<file path="config.mk">
export PLATFORM = sky130hd
export DESIGN_NAME = nonce_tx_arbiter
export DESIGN_NICKNAME = d
export VERILOG_FILES = /design/src/rtl/nonce_tx_arbiter_pkg.sv /design/src/rtl/nonce_fifo.sv /design/src/rtl/nonce_tx_arbiter.sv
export SDC_FILE = /design/constraint.sdc
export NUM_CORES = 1
export LEC_CHECK = 0
export ABC_AREA = 1
export CORE_MARGIN = 2
export CORE_UTILIZATION = 39
export CTS_CLUSTER_SIZE = 40
export DETAILED_ROUTE_END_ITERATION = 6
export PLACE_DENSITY = 0.69
export SLEW_MARGIN = 20
export SYNTH_ARGS = -nofsm -noshare
export SYNTH_HDL_FRONTEND = slang
export SYNTH_SLANG_ARGS = --single-unit
</file>
<file path="constraint.sdc">
create_clock -name clk -period 5.6 [get_ports clk]
set_input_delay 1.12 -clock clk [delete_from_list [all_inputs] [get_ports clk]]
set_output_delay 1.12 -clock clk [all_outputs]
set_load 0.02 [all_outputs]
</file>
<file path="src/rtl/nonce_tx_arbiter_pkg.sv">
// Shared miner constants and the transmit FSM state encoding used by the nonce
// arbiter and its FIFO.
package nonce_tx_arbiter_pkg;

  localparam int NONCE_W      = 32;
  localparam int BUSY_TIMEOUT = 4;
  localparam int TIMEOUT_W    = (BUSY_TIMEOUT > 1) ? $clog2(BUSY_TIMEOUT) : 1;

  typedef enum logic [1:0] {
    TX_IDLE      = 2'd0,
    TX_SEND      = 2'd1,
    TX_WAIT_BUSY = 2'd2,
    TX_WAIT_DONE = 2'd3
  } tx_state_t;

endpackage

</file>
<file path="src/rtl/nonce_fifo.sv">
// Synchronous nonce FIFO; pointers carry an extra wrap bit so full and empty
// are told apart without a separate counter.
module nonce_fifo
  import nonce_tx_arbiter_pkg::*;
#(
  parameter int WIDTH = NONCE_W,
  parameter int DEPTH = 8,
  parameter int AW    = $clog2(DEPTH)
) (
  input  logic             clk,
  input  logic             reset,
  input  logic             push,
  input  logic [WIDTH-1:0] push_data,
  input  logic             pop,
  output logic [WIDTH-1:0] pop_data,
  output logic             full,
  output logic             empty,
  output logic [AW:0]      count
);

  logic [WIDTH-1:0] mem [DEPTH];
  logic [AW:0]      wr_ptr;
  logic [AW:0]      rd_ptr;
  logic             do_push;
  logic             do_pop;

  assign do_push = push && !full;
  assign do_pop  = pop && !empty;

  always_ff @(posedge clk) begin
    if (reset) begin
      wr_ptr <= '0;
      rd_ptr <= '0;
    end else begin
      if (do_push) wr_ptr <= wr_ptr + 1'b1;
      if (do_pop)  rd_ptr <= rd_ptr + 1'b1;
    end
  end

  always_ff @(posedge clk) begin
    if (do_push) mem[wr_ptr[AW-1:0]] <= push_data;
  end

  assign pop_data = mem[rd_ptr[AW-1:0]];
  assign count    = wr_ptr - rd_ptr;
  assign empty    = (wr_ptr == rd_ptr);
  assign full     = (wr_ptr[AW] != rd_ptr[AW]) && (wr_ptr[AW-1:0] == rd_ptr[AW-1:0]);

endmodule

</file>
<file path="src/rtl/nonce_tx_arbiter.sv">
// Collects golden nonces from the core array, round-robins them into a FIFO and
// feeds them one 32-bit word at a time to serial_transmit via send/busy.
module nonce_tx_arbiter
  import nonce_tx_arbiter_pkg::*;
#(
  parameter int                  NUM_CORES  = 4,
  parameter int                  FIFO_DEPTH = 8,
  parameter logic [NONCE_W-1:0]  NONCE_ADJ  = 32'd0
) (
  input  logic                           clk,
  input  logic                           reset,
  input  logic [NUM_CORES-1:0]           nonce_vld,
  input  logic [NONCE_W*NUM_CORES-1:0]   nonce_in,
  input  logic                           tx_busy,
  output logic                           tx_send,
  output logic [NONCE_W-1:0]             tx_word,
  output logic                           overflow,
  output logic [$clog2(FIFO_DEPTH):0]    fifo_count,
  output logic [1:0]                     tx_state
);

  localparam int GW = (NUM_CORES > 1) ? $clog2(NUM_CORES) : 1;

  logic [NUM_CORES-1:0] pend;
  logic [NONCE_W-1:0]   hold [NUM_CORES];
  logic [GW-1:0]        last_grant;
  logic [GW-1:0]        grant_idx;
  logic [GW-1:0]        cand_idx;
  logic                 grant_found;
  logic                 grant_vld;
  logic [NUM_CORES-1:0] grant_mask;
  logic [NUM_CORES-1:0] capture;
  logic                 drop_any;
  int                   cand;

  logic                 fifo_full;
  logic                 fifo_empty;
  logic                 fifo_pop;
  logic [NONCE_W-1:0]   fifo_rdata;
  logic [NONCE_W-1:0]   push_data;

  tx_state_t            state;
  tx_state_t            state_next;
  logic [TIMEOUT_W-1:0] wait_cnt;
  logic [TIMEOUT_W-1:0] wait_cnt_next;
  logic                 timeout_hit;

  // Scan from the farthest candidate down so the nearest pending core after
  // last_grant is the final (winning) assignment.
  always_comb begin
    grant_found = 1'b0;
    grant_idx   = last_grant;
    cand        = 0;
    cand_idx    = '0;
    for (int off = NUM_CORES; off >= 1; off--) begin
      cand = int'(last_grant) + off;
      if (cand >= NUM_CORES) cand = cand - NUM_CORES;
      cand_idx = GW'(cand);
      if (pend[cand_idx]) begin
        grant_found = 1'b1;
        grant_idx   = cand_idx;
      end
    end
  end

  assign grant_vld  = grant_found && !fifo_full;
  assign grant_mask = grant_vld ? (NUM_CORES'(1) << grant_idx) : '0;
  assign capture    = nonce_vld & ~(pend & ~grant_mask);
  assign drop_any   = |(nonce_vld & pend & ~grant_mask);
  assign push_data  = hold[grant_idx] - NONCE_ADJ;

  always_ff @(posedge clk) begin
    if (reset) begin
      pend       <= '0;
      last_grant <= GW'(NUM_CORES - 1);
    end else begin
      pend <= (pend & ~grant_mask) | nonce_vld;
      if (grant_vld) last_grant <= grant_idx;
    end
  end

  always_ff @(posedge clk) begin
    for (int i = 0; i < NUM_CORES; i++) begin
      if (capture[i]) hold[i] <= nonce_in[NONCE_W*i +: NONCE_W];
    end
  end

  nonce_fifo #(
    .WIDTH (NONCE_W),
    .DEPTH (FIFO_DEPTH)
  ) u_fifo (
    .clk       (clk),
    .reset     (reset),
    .push      (grant_vld),
    .push_data (push_data),
    .pop       (fifo_pop),
    .pop_data  (fifo_rdata),
    .full      (fifo_full),
    .empty     (fifo_empty),
    .count     (fifo_count)
  );

  always_ff @(posedge clk) begin
    if (reset) begin
      state    <= TX_IDLE;
      wait_cnt <= '0;
      tx_word  <= '0;
      overflow <= 1'b0;
    end else begin
      state    <= state_next;
      wait_cnt <= wait_cnt_next;
      if (fifo_pop) tx_word <= fifo_rdata;
      if (drop_any || timeout_hit) overflow <= 1'b1;
    end
  end

  // A missed strobe leaves busy low; give up after BUSY_TIMEOUT cycles and
  // count the word as lost.
  always_comb begin
    state_next    = state;
    wait_cnt_next = wait_cnt;
    fifo_pop      = 1'b0;
    tx_send       = 1'b0;
    timeout_hit   = 1'b0;
    case (state)
      TX_IDLE: begin
        if (!fifo_empty && !tx_busy) begin
          fifo_pop   = 1'b1;
          state_next = TX_SEND;
        end
      end
      TX_SEND: begin
        tx_send       = 1'b1;
        wait_cnt_next = '0;
        state_next    = TX_WAIT_BUSY;
      end
      TX_WAIT_BUSY: begin
        if (tx_busy) begin
          state_next = TX_WAIT_DONE;
        end else if (wait_cnt == TIMEOUT_W'(BUSY_TIMEOUT - 1)) begin
          timeout_hit = 1'b1;
          state_next  = TX_IDLE;
        end else begin
          wait_cnt_next = wait_cnt + 1'b1;
        end
      end
      TX_WAIT_DONE: begin
        if (!tx_busy) state_next = TX_IDLE;
      end
      default: state_next = TX_IDLE;
    endcase
  end

  assign tx_state = state;

endmodule

</file>
==> metrics.txt, run 1 <==
# TYPE chip_impl_metric gauge
chip_impl_info{name="outcome",value="finished, final reports clean"} 1
chip_impl_metric{name="final_max_tran_viols",unit=""} 0
chip_impl_metric{name="max_freq",unit="MHz"} 253
chip_impl_info{name="worstPathCellList",value="inv_1, ha_1, a21oi_1, o21ai_0, xor2_1, clkdlybuf4s50_1"} 1
chip_impl_metric{name="yosys_register_bits",unit=""} 435
chip_impl_metric{name="grt_overflow_total",unit=""} 0
chip_impl_info{name="layout_commonest_cell",value="edfxtp_1"} 1
chip_impl_metric{name="detail_route.drc_violations",unit=""} 0
chip_impl_metric{name="h_tree_depth_reported_by_cts",unit=""} 2
chip_impl_info{name="cts_tree",value="done"} 1
chip_impl_metric{name="finalWirelength",unit="mm"} 39.7
chip_impl_metric{name="pin_count_of_the_biggest_net_entering_global_routing",unit=""} 119
chip_impl_metric{name="detailedRoute.firstIterationViolations",unit=""} 1041
chip_impl_metric{name="boundary_pin_count",unit=""} 175
chip_impl_metric{name="grt_pass1_vias",unit=""} 10752
chip_impl_info{name="grt_setup_unrepaired",value="no"} 1
chip_impl_metric{name="drive_gt1_frac",unit=""} 0.0784
chip_impl_metric{name="cts.hold.buffers_added",unit=""} 0
chip_impl_metric{name="power_density",unit="nW/µm²"} 620
chip_impl_metric{name="core_region_area",unit="µm²"} 42900
chip_impl_metric{name="die_x",unit="µm"} 212
chip_impl_metric{name="post-cts-setup-buffers",unit=""} 0
chip_impl_metric{name="buffer_ports.inserted",unit=""} 174
chip_impl_metric{name="synthesis.instances",unit=""} 1283
chip_impl_metric{name="die_area",unit="µm²"} 45000
chip_impl_metric{name="post_synth_num_cell_types",unit=""} 40
chip_impl_metric{name="finish.net_count",unit=""} 1578
chip_impl_metric{name="synthesized_netlist_net_count",unit=""} 1425
chip_impl_info{name="crit_path_start",value="u_fifo.rd_ptr[2]$_SDFFE_PP0P_"} 1
chip_impl_info{name="min_from",value="u_fifo.wr_ptr[0]$_SDFFE_PP0P_"} 1
chip_impl_metric{name="tns",unit="ns"} 0
chip_impl_metric{name="grt_usage",unit=""} 0.174
chip_impl_info{name="critPathCaptureType",value="primary output"} 1
chip_impl_metric{name="clkTransAtPathRegs",unit="ns"} 0.06
chip_impl_metric{name="worst_path_largest_cell_delay",unit="ns"} 0.66
chip_impl_info{name="hold_path.class",value="reg -> reg"} 1
chip_impl_metric{name="max_cap_viols",unit=""} 0
chip_impl_metric{name="postSynthAreaPerCell",unit="µm²"} 13.2
chip_impl_metric{name="globalplace.congestion",unit=""} 0.801
chip_impl_metric{name="irDropWorstVdd",unit="V"} 0.000485
chip_impl_info{name="crit_path_top_delay_cell",value="clkdlybuf4s50_1"} 1
chip_impl_metric{name="skew",unit="ns"} 0.0194
chip_impl_metric{name="wire_per_inst",unit="µm"} 19.4
chip_impl_info{name="layout.cells.most_common_list",value="edfxtp_1, o21ai_0, clkdlybuf4s50_1, nor2_1, nand3_1"} 1
chip_impl_metric{name="post_dp_hpwl",unit="mm"} 24.5
chip_impl_metric{name="timing_hold_violations_final",unit=""} 0
chip_impl_info{name="timing.setup.critical_path_class",value="reg -> out"} 1
chip_impl_info{name="critical_path.startpoint_type",value="register"} 1
chip_impl_metric{name="ys_seq_area_frac",unit=""} 0.743
chip_impl_metric{name="worst_r2r_path_depth",unit=""} 11
chip_impl_metric{name="timing.hold.worst_path_depth",unit=""} 2
chip_impl_metric{name="antenna_found_initial",unit=""} 0
chip_impl_metric{name="antennaDiodeCount",unit=""} 0
chip_impl_metric{name="drtPass1Iterations",unit=""} 5
chip_impl_metric{name="worst_ep_required_time",unit="ns"} 4.48
chip_impl_metric{name="synth_area",unit="µm²"} 16900
chip_impl_metric{name="clk_lat_worst_skew",unit="ns"} 0.54
chip_impl_metric{name="area_growth",unit="%"} 22.5
chip_impl_metric{name="report.final.setup_viol",unit=""} 0
chip_impl_metric{name="initial_core_util",unit=""} 0.394
chip_impl_metric{name="cp_max_fo",unit=""} 16
chip_impl_metric{name="detailroute.via_count",unit=""} 10977
chip_impl_metric{name="die-height",unit="µm"} 212
chip_impl_metric{name="clock_path_buffers",unit=""} 3
chip_impl_metric{name="cellLeakagePower",unit="nW"} 6.93
chip_impl_metric{name="count_of_standard_cell_rows",unit=""} 76
chip_impl_metric{name="timing.critical_path.arrival",unit="ns"} 2.84
chip_impl_metric{name="dp.cells",unit=""} 1974
chip_impl_info{name="cts.root.buffer_cell",value="clkbuf_16"} 1
chip_impl_metric{name="final_worst_path_period_share",unit=""} 0.707
chip_impl_metric{name="maxSlewHeadroom",unit=""} 0.402
chip_impl_metric{name="final_core_density",unit=""} 0.482
chip_impl_metric{name="cts_buffers",unit=""} 41
chip_impl_metric{name="grt_pass1_wl",unit="mm"} 60.4
chip_impl_metric{name="timing_worst_slew_pin_value",unit="ns"} 0.896
chip_impl_metric{name="period_needed",unit="ns"} 3.96
chip_impl_metric{name="route.antenna.remaining_nets",unit=""} 0
chip_impl_metric{name="layout.cells.non_filler",unit=""} 2052
chip_impl_metric{name="cts.repair.resized",unit=""} 0
chip_impl_metric{name="cts_num_sinks",unit=""} 435
chip_impl_metric{name="yosys_synthesis_warning_count",unit=""} 0
chip_impl_info{name="worstReg2RegStart",value="last_grant[0]$_SDFFE_PP1N_"} 1
chip_impl_metric{name="avgViaCountPerCell",unit=""} 5.35
worst max-delay path, delay by kind of cell (launching register included):
| family | cells | cell delay [ns] |
|---|---|---|
| adder cells (fa/ha/maj) | 1 | 0.37 |
| buffers and inverters | 2 | 1.05 |
| XOR/XNOR | 1 | 0.27 |
| AO/OA/AOI/OAI | 2 | 0.29 |
| flip-flops | 1 | 0.32 |
path summary, 6_finish.rpt:
check | slack (ns) | endpoint
max | 1.64 | fifo_count[3]
min | 0.52 | u_fifo.wr_ptr[0]$_SDFFE_PP0P_
max reg2reg | 2.15 | u_fifo.mem[7][24]$_DFFE_PP_
min reg2reg | 0.52 | u_fifo.wr_ptr[0]$_SDFFE_PP0P_
flip-flops by register name, summed over array words and instances (netlist names):
| register | cells |
|---|---|
| u_fifo.wr_ptr | 4 |
| last_grant | 2 |
| hold | 128 |
| pend | 4 |
| u_fifo.mem | 256 |
| u_fifo.rd_ptr | 4 |
| tx_state | 2 |
| overflow | 1 |
| tx_word | 32 |
| wait_cnt | 2 |
routing by layer:
layer  vias to the layer above  GRT usage  wire [µm]
met3                        48     0.0318       2900
met5                         -          0          0
met1                      5419      0.247      17400
met4                         0     0.0437        662
met2                       418      0.279      18800
li1                       5092          -          -
layout make-up:
cell class	instances	area, µm²
Multi-Input combinational cell	724	3910
Inverter	38	149
Tap cell	585	732
Clock buffer	61	1170
Timing Repair Buffer	196	2050
Clock inverter	13	123
Sequential cell	435	12600
Fill cell	3667	22200
Yosys cell counts, drive strengths merged:
library cell,number,share of area
a21oi,54,0.016
or2,32,0.012
nor3,1,0.00030
o211a,1,0.00059
nor4,1,0.00037
inv,38,0.0087
xnor2,1,0.00052
ha,6,0.0044
clkbuf,55,0.012
o21ai,200,0.059
o221ai,32,0.017
edfxtp,384,0.68
buf,31,0.011
nand4,2,0.00074
dfxtp,51,0.060
o211ai,32,0.015
and3,1,0.00037
nor3b,1,0.00044
fa,1,0.0012
a31oi,1,0.00037
nand2,64,0.016
nor2,148,0.033
o31ai,3,0.0013
and2,1,0.00037
o21bai,1,0.00044
nand3,107,0.033
a21boi,1,0.00044
xor2,1,0.00052
o22ai,32,0.012
cell families (layout without fill, tap and decap cells):
family	after synthesis	in the layout	synth area share
AO/OA/AOI/OAI	357	357	0.123
XOR/XNOR	2	2	0.00104
adder cells (fa/ha/maj)	7	7	0.00563
buffers and inverters	124	308	0.0322
flip-flops	435	435	0.743
AND/OR/NAND/NOR	358	358	0.0955
power breakdown:
| group | internal [W] | total [W] | switching, W |
|---|---|---|---|
| combinational | 0.00128 | 0.00472 | 0.00344 |
| sequential | 0.00516 | 0.00541 | 0.000247 |
| clock | 0.00155 | 0.00269 | 0.00114 |
| total | 0.00799 | 0.0128 | 0.00483 |
per-stage QoR:
stage	instance area [µm²]	hold slack, ns	setup slack [ns]	total power (W)
after detailed placement	19300	0.473	2.18	0.0101
after floorplan	16900	0.447	1.68	0.00834
final	20700	0.516	1.64	0.0128
after global routing	20700	0.538	1.49	0.0135
after CTS	20600	0.482	1.65	0.0128
after global placement	19200	0.463	2.19	0.00996
(Power assumes the default switching activity.)
==> run 2: changes to the inputs <==
==> constraint.sdc (replaced) <==
create_clock -name clk -period 4 [get_ports clk]
set_input_delay 0.8 -clock clk [delete_from_list [all_inputs] [get_ports clk]]
set_output_delay 0.8 -clock clk [all_outputs]
set_load 0.02 [all_outputs]
==> run 2 against run 1 <==
Net effect: combinational power rose by 42%; power rose by 41%; cell count rose by 0.39%; count of clock-buffer cells in the layout fell by 2; clock power rose by 42%; setup slack got worse by 1.2 ns; via count fell by 0.25%; utilization rose by 0.13 points; non-clock buffer count rose by 7; register-to-register slack got worse by 1.2 ns; design area rose by 0.26%; first-iteration DRC count fell by 9.2%; critical path type unchanged; largest cell class unchanged; highest routed layer unchanged.
==> metrics.txt, run 2 (same netlist as run 1, synthesis figures left out) <==
# TYPE chip_impl_metric gauge
chip_impl_metric{name="internal-power",unit="W"} 0.0113
chip_impl_metric{name="sequentialPowerShare",unit=""} 0.418
chip_impl_info{name="layout_commonest_cell",value="edfxtp_1"} 1
chip_impl_metric{name="globalplace.congestion",unit=""} 0.816
chip_impl_metric{name="max_freq",unit="MHz"} 283
chip_impl_metric{name="boundary_pin_count",unit=""} 175
chip_impl_metric{name="detailroute.via_count",unit=""} 10950
chip_impl_info{name="worstReg2RegStart",value="u_fifo.rd_ptr[2]$_SDFFE_PP0P_"} 1
chip_impl_metric{name="largest_reg_flops",unit=""} 256
chip_impl_metric{name="maxSlewHeadroom",unit=""} 0.364
chip_impl_metric{name="clkTransAtPathRegs",unit="ns"} 0.06
chip_impl_info{name="hold_path.class",value="reg -> reg"} 1
chip_impl_metric{name="dpl_cell_area",unit="µm²"} 19400
chip_impl_metric{name="final_max_tran_viols",unit=""} 0
chip_impl_metric{name="timing.hold.worst_path_depth",unit=""} 2
chip_impl_metric{name="layout.cells.non_filler",unit=""} 2060
chip_impl_metric{name="skew",unit="ns"} 0.0139
chip_impl_metric{name="route.antenna.remaining_nets",unit=""} 0
chip_impl_info{name="min_from",value="wait_cnt[1]$_SDFFE_PP0P_"} 1
chip_impl_metric{name="register_to_register_setup_slack",unit="ns"} 0.99
chip_impl_metric{name="core_region_area",unit="µm²"} 42900
chip_impl_info{name="grt_setup_unrepaired",value="no"} 1
chip_impl_metric{name="detail_route.drc_violations",unit=""} 0
chip_impl_metric{name="drive_gt1_frac",unit=""} 0.0847
chip_impl_metric{name="die_x",unit="µm"} 212
chip_impl_metric{name="h_tree_depth_reported_by_cts",unit=""} 2
chip_impl_metric{name="antennaDiodeCount",unit=""} 0
chip_impl_metric{name="clkPwrFrac",unit=""} 0.212
chip_impl_metric{name="dp.cells",unit=""} 1985
chip_impl_metric{name="cts.hold.buffers_added",unit=""} 0
chip_impl_info{name="critPathCaptureType",value="primary output"} 1
chip_impl_info{name="critical_path.startpoint_type",value="register"} 1
chip_impl_metric{name="buffer_ports.inserted",unit=""} 174
chip_impl_metric{name="antenna_found_initial",unit=""} 0
chip_impl_metric{name="finish.net_count",unit=""} 1586
chip_impl_metric{name="cellLeakagePower",unit="nW"} 6.97
chip_impl_metric{name="worst_r2r_path_depth",unit=""} 11
chip_impl_metric{name="grt_pass1_vias",unit=""} 10718
chip_impl_metric{name="post-cts-setup-buffers",unit=""} 0
chip_impl_metric{name="period_needed",unit="ns"} 3.54
chip_impl_info{name="outcome",value="finished, final reports clean"} 1
chip_impl_metric{name="cts.repair.resized",unit=""} 0
chip_impl_metric{name="detailedRoute.firstIterationViolations",unit=""} 945
chip_impl_metric{name="pin_count_of_the_biggest_net_entering_global_routing",unit=""} 96
chip_impl_metric{name="post_dp_hpwl",unit="mm"} 24.9
chip_impl_info{name="cts.root.buffer_cell",value="clkbuf_16"} 1
chip_impl_metric{name="cts_num_sinks",unit=""} 435
chip_impl_metric{name="count_of_standard_cell_rows",unit=""} 76
chip_impl_metric{name="timing.critical_path.arrival",unit="ns"} 2.74
chip_impl_info{name="timing.rr.end",value="u_fifo.mem[2][26]$_DFFE_PP_"} 1
chip_impl_metric{name="die_area",unit="µm²"} 45000
chip_impl_metric{name="final_area",unit="µm²"} 20700
chip_impl_metric{name="tns",unit="ns"} 0
chip_impl_metric{name="initial_core_util",unit=""} 0.394
chip_impl_metric{name="power_density",unit="nW/µm²"} 870
chip_impl_metric{name="grt_usage",unit=""} 0.179
chip_impl_metric{name="wire_per_inst",unit="µm"} 19.6
chip_impl_metric{name="p_sw",unit="W"} 0.00678
chip_impl_metric{name="cp_max_fo",unit=""} 16
chip_impl_info{name="timing.setup.critical_path_class",value="reg -> out"} 1
chip_impl_metric{name="timing_hold_violations_final",unit=""} 0
chip_impl_metric{name="worst_hold_slack",unit="ns"} 0.469
chip_impl_metric{name="area_growth",unit="%"} 22.8
chip_impl_metric{name="max_cap_viols",unit=""} 0
chip_impl_info{name="cts_tree",value="done"} 1
chip_impl_metric{name="power.share.combinational",unit=""} 0.370
chip_impl_metric{name="final_worst_path_period_share",unit=""} 0.884
chip_impl_metric{name="avgViaCountPerCell",unit=""} 5.32
chip_impl_metric{name="grt_overflow_total",unit=""} 0
chip_impl_metric{name="clock_path_buffers",unit=""} 3
chip_impl_metric{name="drtPass1Iterations",unit=""} 5
chip_impl_metric{name="total_power",unit="W"} 0.0181
chip_impl_metric{name="cts_buffers",unit=""} 42
chip_impl_info{name="end_point_of_the_most_critical_hold_path",value="wait_cnt[1]$_SDFFE_PP0P_"} 1
chip_impl_metric{name="clk_lat_worst_skew",unit="ns"} 0.55
chip_impl_metric{name="timing_worst_slew_pin_value",unit="ns"} 0.955
chip_impl_metric{name="report.final.setup_viol",unit=""} 0
chip_impl_metric{name="power.switching_fraction",unit=""} 0.375
chip_impl_metric{name="grt_pass1_wl",unit="mm"} 61.9
chip_impl_info{name="layout.cells.most_common_list",value="edfxtp_1, o21ai_0, clkdlybuf4s50_1, nor2_1, nand3_1"} 1
chip_impl_metric{name="die-height",unit="µm"} 212
chip_impl_metric{name="worst_ep_required_time",unit="ns"} 3.20
chip_impl_metric{name="finalWirelength",unit="mm"} 40.3
chip_impl_metric{name="irDropWorstVdd",unit="V"} 0.000521
[run 2: per-layer routing]
metal,up-vias,wire length (µm),GRT usage,share of wire
met2,455,18600,0.281,0.46
met3,62,3130,0.0322,0.078
met5,-,0,0,0
met4,0,963,0.0556,0.024
met1,5314,17600,0.253,0.44
li1,5119,-,-,-
[run 2: metrics by stage]
stage	util	worst slack [ns]
2_1_floorplan	-	0.0844
3_3_place_gp	0.453	1.01
3_5_place_dp	0.453	1.02
4_1_cts	0.484	0.464
5_1_grt	0.484	0.367
6_report	0.484	0.463
[run 2: worst max path at each step]
stage | from | endpoint | slack, ns | cells after the start
global route | u_fifo.rd_ptr[2]$_SDFFE_PP0P_ | fifo_count[3] | 0.37 | 7
global placement | u_fifo.rd_ptr[2]$_SDFFE_PP0P_ | u_fifo.mem[2][22]$_DFFE_PP_ | 1.01 | 11
detailed placement | u_fifo.rd_ptr[2]$_SDFFE_PP0P_ | u_fifo.mem[2][26]$_DFFE_PP_ | 1.02 | 11
floorplan | u_fifo.rd_ptr[2]$_SDFFE_PP0P_ | hold[1][0]$_DFFE_PP_ | 0.08 | 11
finish | u_fifo.rd_ptr[2]$_SDFFE_PP0P_ | fifo_count[3] | 0.46 | 7
CTS | u_fifo.rd_ptr[2]$_SDFFE_PP0P_ | fifo_count[3] | 0.46 | 7
[run 2: cell type report]
cell class | instances | area [µm²]
Fill cell | 3648 | 22100
Sequential cell | 435 | 12600
Multi-Input combinational cell | 724 | 3910
Timing Repair Buffer | 203 | 2070
Clock buffer | 59 | 1200
Tap cell | 585 | 732
Inverter | 38 | 148
Clock inverter | 16 | 131
[run 2: worst max-delay path, stage by stage, from the launching register on]
cell and delay (ns):
dfxtp_2 0.32, inv_1 0.03, buf_4 0.19, ha_1 0.37, nand2_1 0.06, o21ai_0 0.23, xor2_1 0.30, clkdlybuf4s50_1 0.67
[run 2: power by group through the flow]
| stage | logic [W] | clock network, W | registers, W |
|---|---|---|---|
| floorplan | 0.00392 | 0 | 0.00775 |
| global placement | 0.00650 | 0 | 0.00761 |
| detailed placement | 0.00667 | 0 | 0.00764 |
| CTS | 0.00671 | 0.00390 | 0.00756 |
| global route | 0.00733 | 0.00406 | 0.00766 |
| finish | 0.00668 | 0.00382 | 0.00755 |
==> run 3: changes to the inputs <==
--- a/config.mk
+++ b/config.mk
@@ -6,11 +6,13 @@
 export NUM_CORES = 1
 export LEC_CHECK = 0
 export ABC_AREA = 1
+export CELL_PAD_IN_SITES_DETAIL_PLACEMENT = 0
+export CELL_PAD_IN_SITES_GLOBAL_PLACEMENT = 2
 export CORE_MARGIN = 2
 export CORE_UTILIZATION = 39
 export CTS_CLUSTER_SIZE = 40
 export DETAILED_ROUTE_END_ITERATION = 6
-export PLACE_DENSITY = 0.69
+export PLACE_DENSITY = 0.9
 export SLEW_MARGIN = 20
 export SYNTH_ARGS = -nofsm -noshare
 export SYNTH_HDL_FRONTEND = slang
==> run 3 against run 2 <==
Net effect: design area shrank 0.44%; clock skew grew 0.0096 ns; non-clock buffer count down 2; combinational power fell by 5.2%; hold slack worse by 0.00085 ns; sequential cell count unchanged.
==> metrics.txt, run 3 (same netlist as run 1, synthesis figures left out) <==
# TYPE chip_impl_metric gauge
chip_impl_metric{name="drive_gt1_frac",unit=""} 0.0826
chip_impl_metric{name="layout.cells.non_filler",unit=""} 2062
chip_impl_metric{name="final_worst_path_period_share",unit=""} 0.876
chip_impl_metric{name="cts.repair.resized",unit=""} 0
chip_impl_info{name="timing.critical_path.max_delay_family",value="buffers and inverters"} 1
chip_impl_metric{name="tns",unit="ns"} 0
chip_impl_metric{name="cts_num_sinks",unit=""} 435
chip_impl_metric{name="final_area",unit="µm²"} 20700
chip_impl_metric{name="pin_count_of_the_biggest_net_entering_global_routing",unit=""} 95
chip_impl_metric{name="h_tree_depth_reported_by_cts",unit=""} 2
chip_impl_metric{name="wire_per_inst",unit="µm"} 19.1
chip_impl_info{name="layout_commonest_cell",value="edfxtp_1"} 1
chip_impl_info{name="hold_path.class",value="reg -> reg"} 1
chip_impl_metric{name="avgViaCountPerCell",unit=""} 5.19
chip_impl_metric{name="timing_hold_violations_final",unit=""} 0
chip_impl_metric{name="irDropWorstVdd",unit="V"} 0.000578
chip_impl_metric{name="detail_route.drc_violations",unit=""} 0
chip_impl_metric{name="count_of_standard_cell_rows",unit=""} 76
chip_impl_metric{name="maxSlewHeadroom",unit=""} 0.373
chip_impl_info{name="crit_path_top_delay_cell",value="buf_4"} 1
chip_impl_metric{name="layout.filler_cells",unit=""} 3673
chip_impl_metric{name="power_density",unit="nW/µm²"} 866
chip_impl_info{name="critical_path.startpoint_type",value="register"} 1
chip_impl_metric{name="period_needed",unit="ns"} 3.50
chip_impl_metric{name="timing_worst_slew_pin_value",unit="ns"} 0.940
chip_impl_metric{name="path_buf_inv",unit=""} 3
chip_impl_info{name="critPathCaptureType",value="primary output"} 1
chip_impl_metric{name="timing.critical_path.arrival",unit="ns"} 2.70
chip_impl_metric{name="detailedRoute.firstIterationViolations",unit=""} 812
chip_impl_info{name="layout.cells.most_common_list",value="edfxtp_1, o21ai_0, clkdlybuf4s50_1, nor2_1, nand3_1"} 1
chip_impl_metric{name="cts.hold.buffers_added",unit=""} 0
chip_impl_metric{name="final_core_density",unit=""} 0.482
chip_impl_metric{name="globalplace.congestion",unit=""} 0.812
chip_impl_metric{name="initial_core_util",unit=""} 0.394
chip_impl_metric{name="cellLeakagePower",unit="nW"} 6.95
chip_impl_metric{name="finish.net_count",unit=""} 1585
chip_impl_info{name="worstPathCellList",value="buf_4, fa_1, inv_1, clkdlybuf4s50_1"} 1
chip_impl_metric{name="max_cap_viols",unit=""} 0
chip_impl_metric{name="die-height",unit="µm"} 212
chip_impl_metric{name="max_freq",unit="MHz"} 286
chip_impl_metric{name="buffer_ports.inserted",unit=""} 174
chip_impl_info{name="cts_tree",value="done"} 1
chip_impl_metric{name="dpl_cell_area",unit="µm²"} 19200
chip_impl_metric{name="post-cts-setup-buffers",unit=""} 0
chip_impl_metric{name="cp_max_fo",unit=""} 66
chip_impl_metric{name="grt_pass1_wl",unit="mm"} 59.7
chip_impl_metric{name="skew",unit="ns"} 0.0235
chip_impl_metric{name="dp.cells",unit=""} 1983
chip_impl_metric{name="area_growth",unit="%"} 22.3
chip_impl_metric{name="worst_path_largest_cell_delay",unit="ns"} 0.60
chip_impl_metric{name="finalWirelength",unit="mm"} 39.3
chip_impl_info{name="outcome",value="finished, final reports clean"} 1
chip_impl_metric{name="final_max_tran_viols",unit=""} 0
chip_impl_metric{name="antennaDiodeCount",unit=""} 0
chip_impl_metric{name="grt_pass1_vias",unit=""} 10431
chip_impl_metric{name="grt_usage",unit=""} 0.174
chip_impl_metric{name="die_x",unit="µm"} 212
chip_impl_metric{name="post_dp_hpwl",unit="mm"} 23.1
chip_impl_info{name="cts.root.buffer_cell",value="clkbuf_16"} 1
chip_impl_metric{name="report.final.setup_viol",unit=""} 0
chip_impl_metric{name="worst_ep_required_time",unit="ns"} 3.20
chip_impl_metric{name="route.antenna.remaining_nets",unit=""} 0
chip_impl_metric{name="clock_path_buffers",unit=""} 3
chip_impl_metric{name="largest_reg_flops",unit=""} 256
chip_impl_metric{name="clk_lat_worst_skew",unit="ns"} 0.56
chip_impl_metric{name="drtPass1Iterations",unit=""} 5
chip_impl_metric{name="cts_buffers",unit=""} 43
chip_impl_metric{name="die_area",unit="µm²"} 45000
chip_impl_metric{name="grt_overflow_total",unit=""} 0
chip_impl_metric{name="antenna_found_initial",unit=""} 0
chip_impl_metric{name="boundary_pin_count",unit=""} 175
chip_impl_metric{name="core_region_area",unit="µm²"} 42900
chip_impl_info{name="grt_setup_unrepaired",value="no"} 1
chip_impl_metric{name="detailroute.via_count",unit=""} 10702
chip_impl_metric{name="clkTransAtPathRegs",unit="ns"} 0.06
chip_impl_info{name="timing.setup.critical_path_class",value="reg -> out"} 1
## run 3: cell count changes in the layout (fill, tap and decap cells not counted), moves of 2 or more
cell,delta
dfxtp_1,+2
nor2_2,+8
nor2_4,-8
bufinv_16,+2
dfxtp_2,-2
clkinv_1,+2
buf_4,+7
buf_12,-9
clkbuf_8,-2
## run 3: metrics by stage
stage | setup slack, ns | power, W | hold WS, ns
floorplan | 0.0844 | 0.0117 | 0.447
global route | 0.357 | 0.0189 | 0.505
finish | 0.497 | 0.0179 | 0.468
CTS | 0.446 | 0.0180 | 0.471
global placement | 0.735 | 0.0138 | 0.459
detailed placement | 0.677 | 0.0140 | 0.462
## run 3: final timing paths
kind	startpoint	end	slack (ns)	cells past startpoint
setup reg to reg	u_fifo.rd_ptr[2]$_SDFFE_PP0P_	u_fifo.mem[0][28]$_DFFE_PP_	0.70	10
setup / recovery	u_fifo.rd_ptr[1]$_SDFFE_PP0P_	fifo_count[1]	0.50	4
hold / removal	wait_cnt[1]$_SDFFE_PP0P_	wait_cnt[1]$_SDFFE_PP0P_	0.47	2
hold reg to reg	wait_cnt[1]$_SDFFE_PP0P_	wait_cnt[1]$_SDFFE_PP0P_	0.47	2
## run 3: cell type report
class                           instances  area (µm²)  area share
Clock inverter                         20         209      0.0101
Inverter                               38         148     0.00715
Timing Repair Buffer                  201        1940      0.0941
Multi-Input combinational cell        724        3870       0.187
Sequential cell                       435       12600       0.608
Clock buffer                           59        1200      0.0580
Tap cell                              585         732      0.0354
## run 3: per-layer routing
metal  up-vias  track usage  wire, µm
met3        57       0.0279      2310
met4         0       0.0520       799
met2       315        0.283     18300
li1       5108            -         -
met5         -            0         0
met1      5222        0.242     17900
## run 3: worst min-delay path, delay by kind of cell, from the launching register on
family	cells	cell delay [ns]
compound gates	1	0.05
flops	1	0.31
simple gates	1	0.06
## run 3: power by group
group	leakage [nW]	total [W]	switching, W	internal, W
Combinational	2.27	0.00633	0.00459	0.00174
Sequential	4.00	0.00757	0.000337	0.00723
Clock	0.687	0.00399	0.00163	0.00236
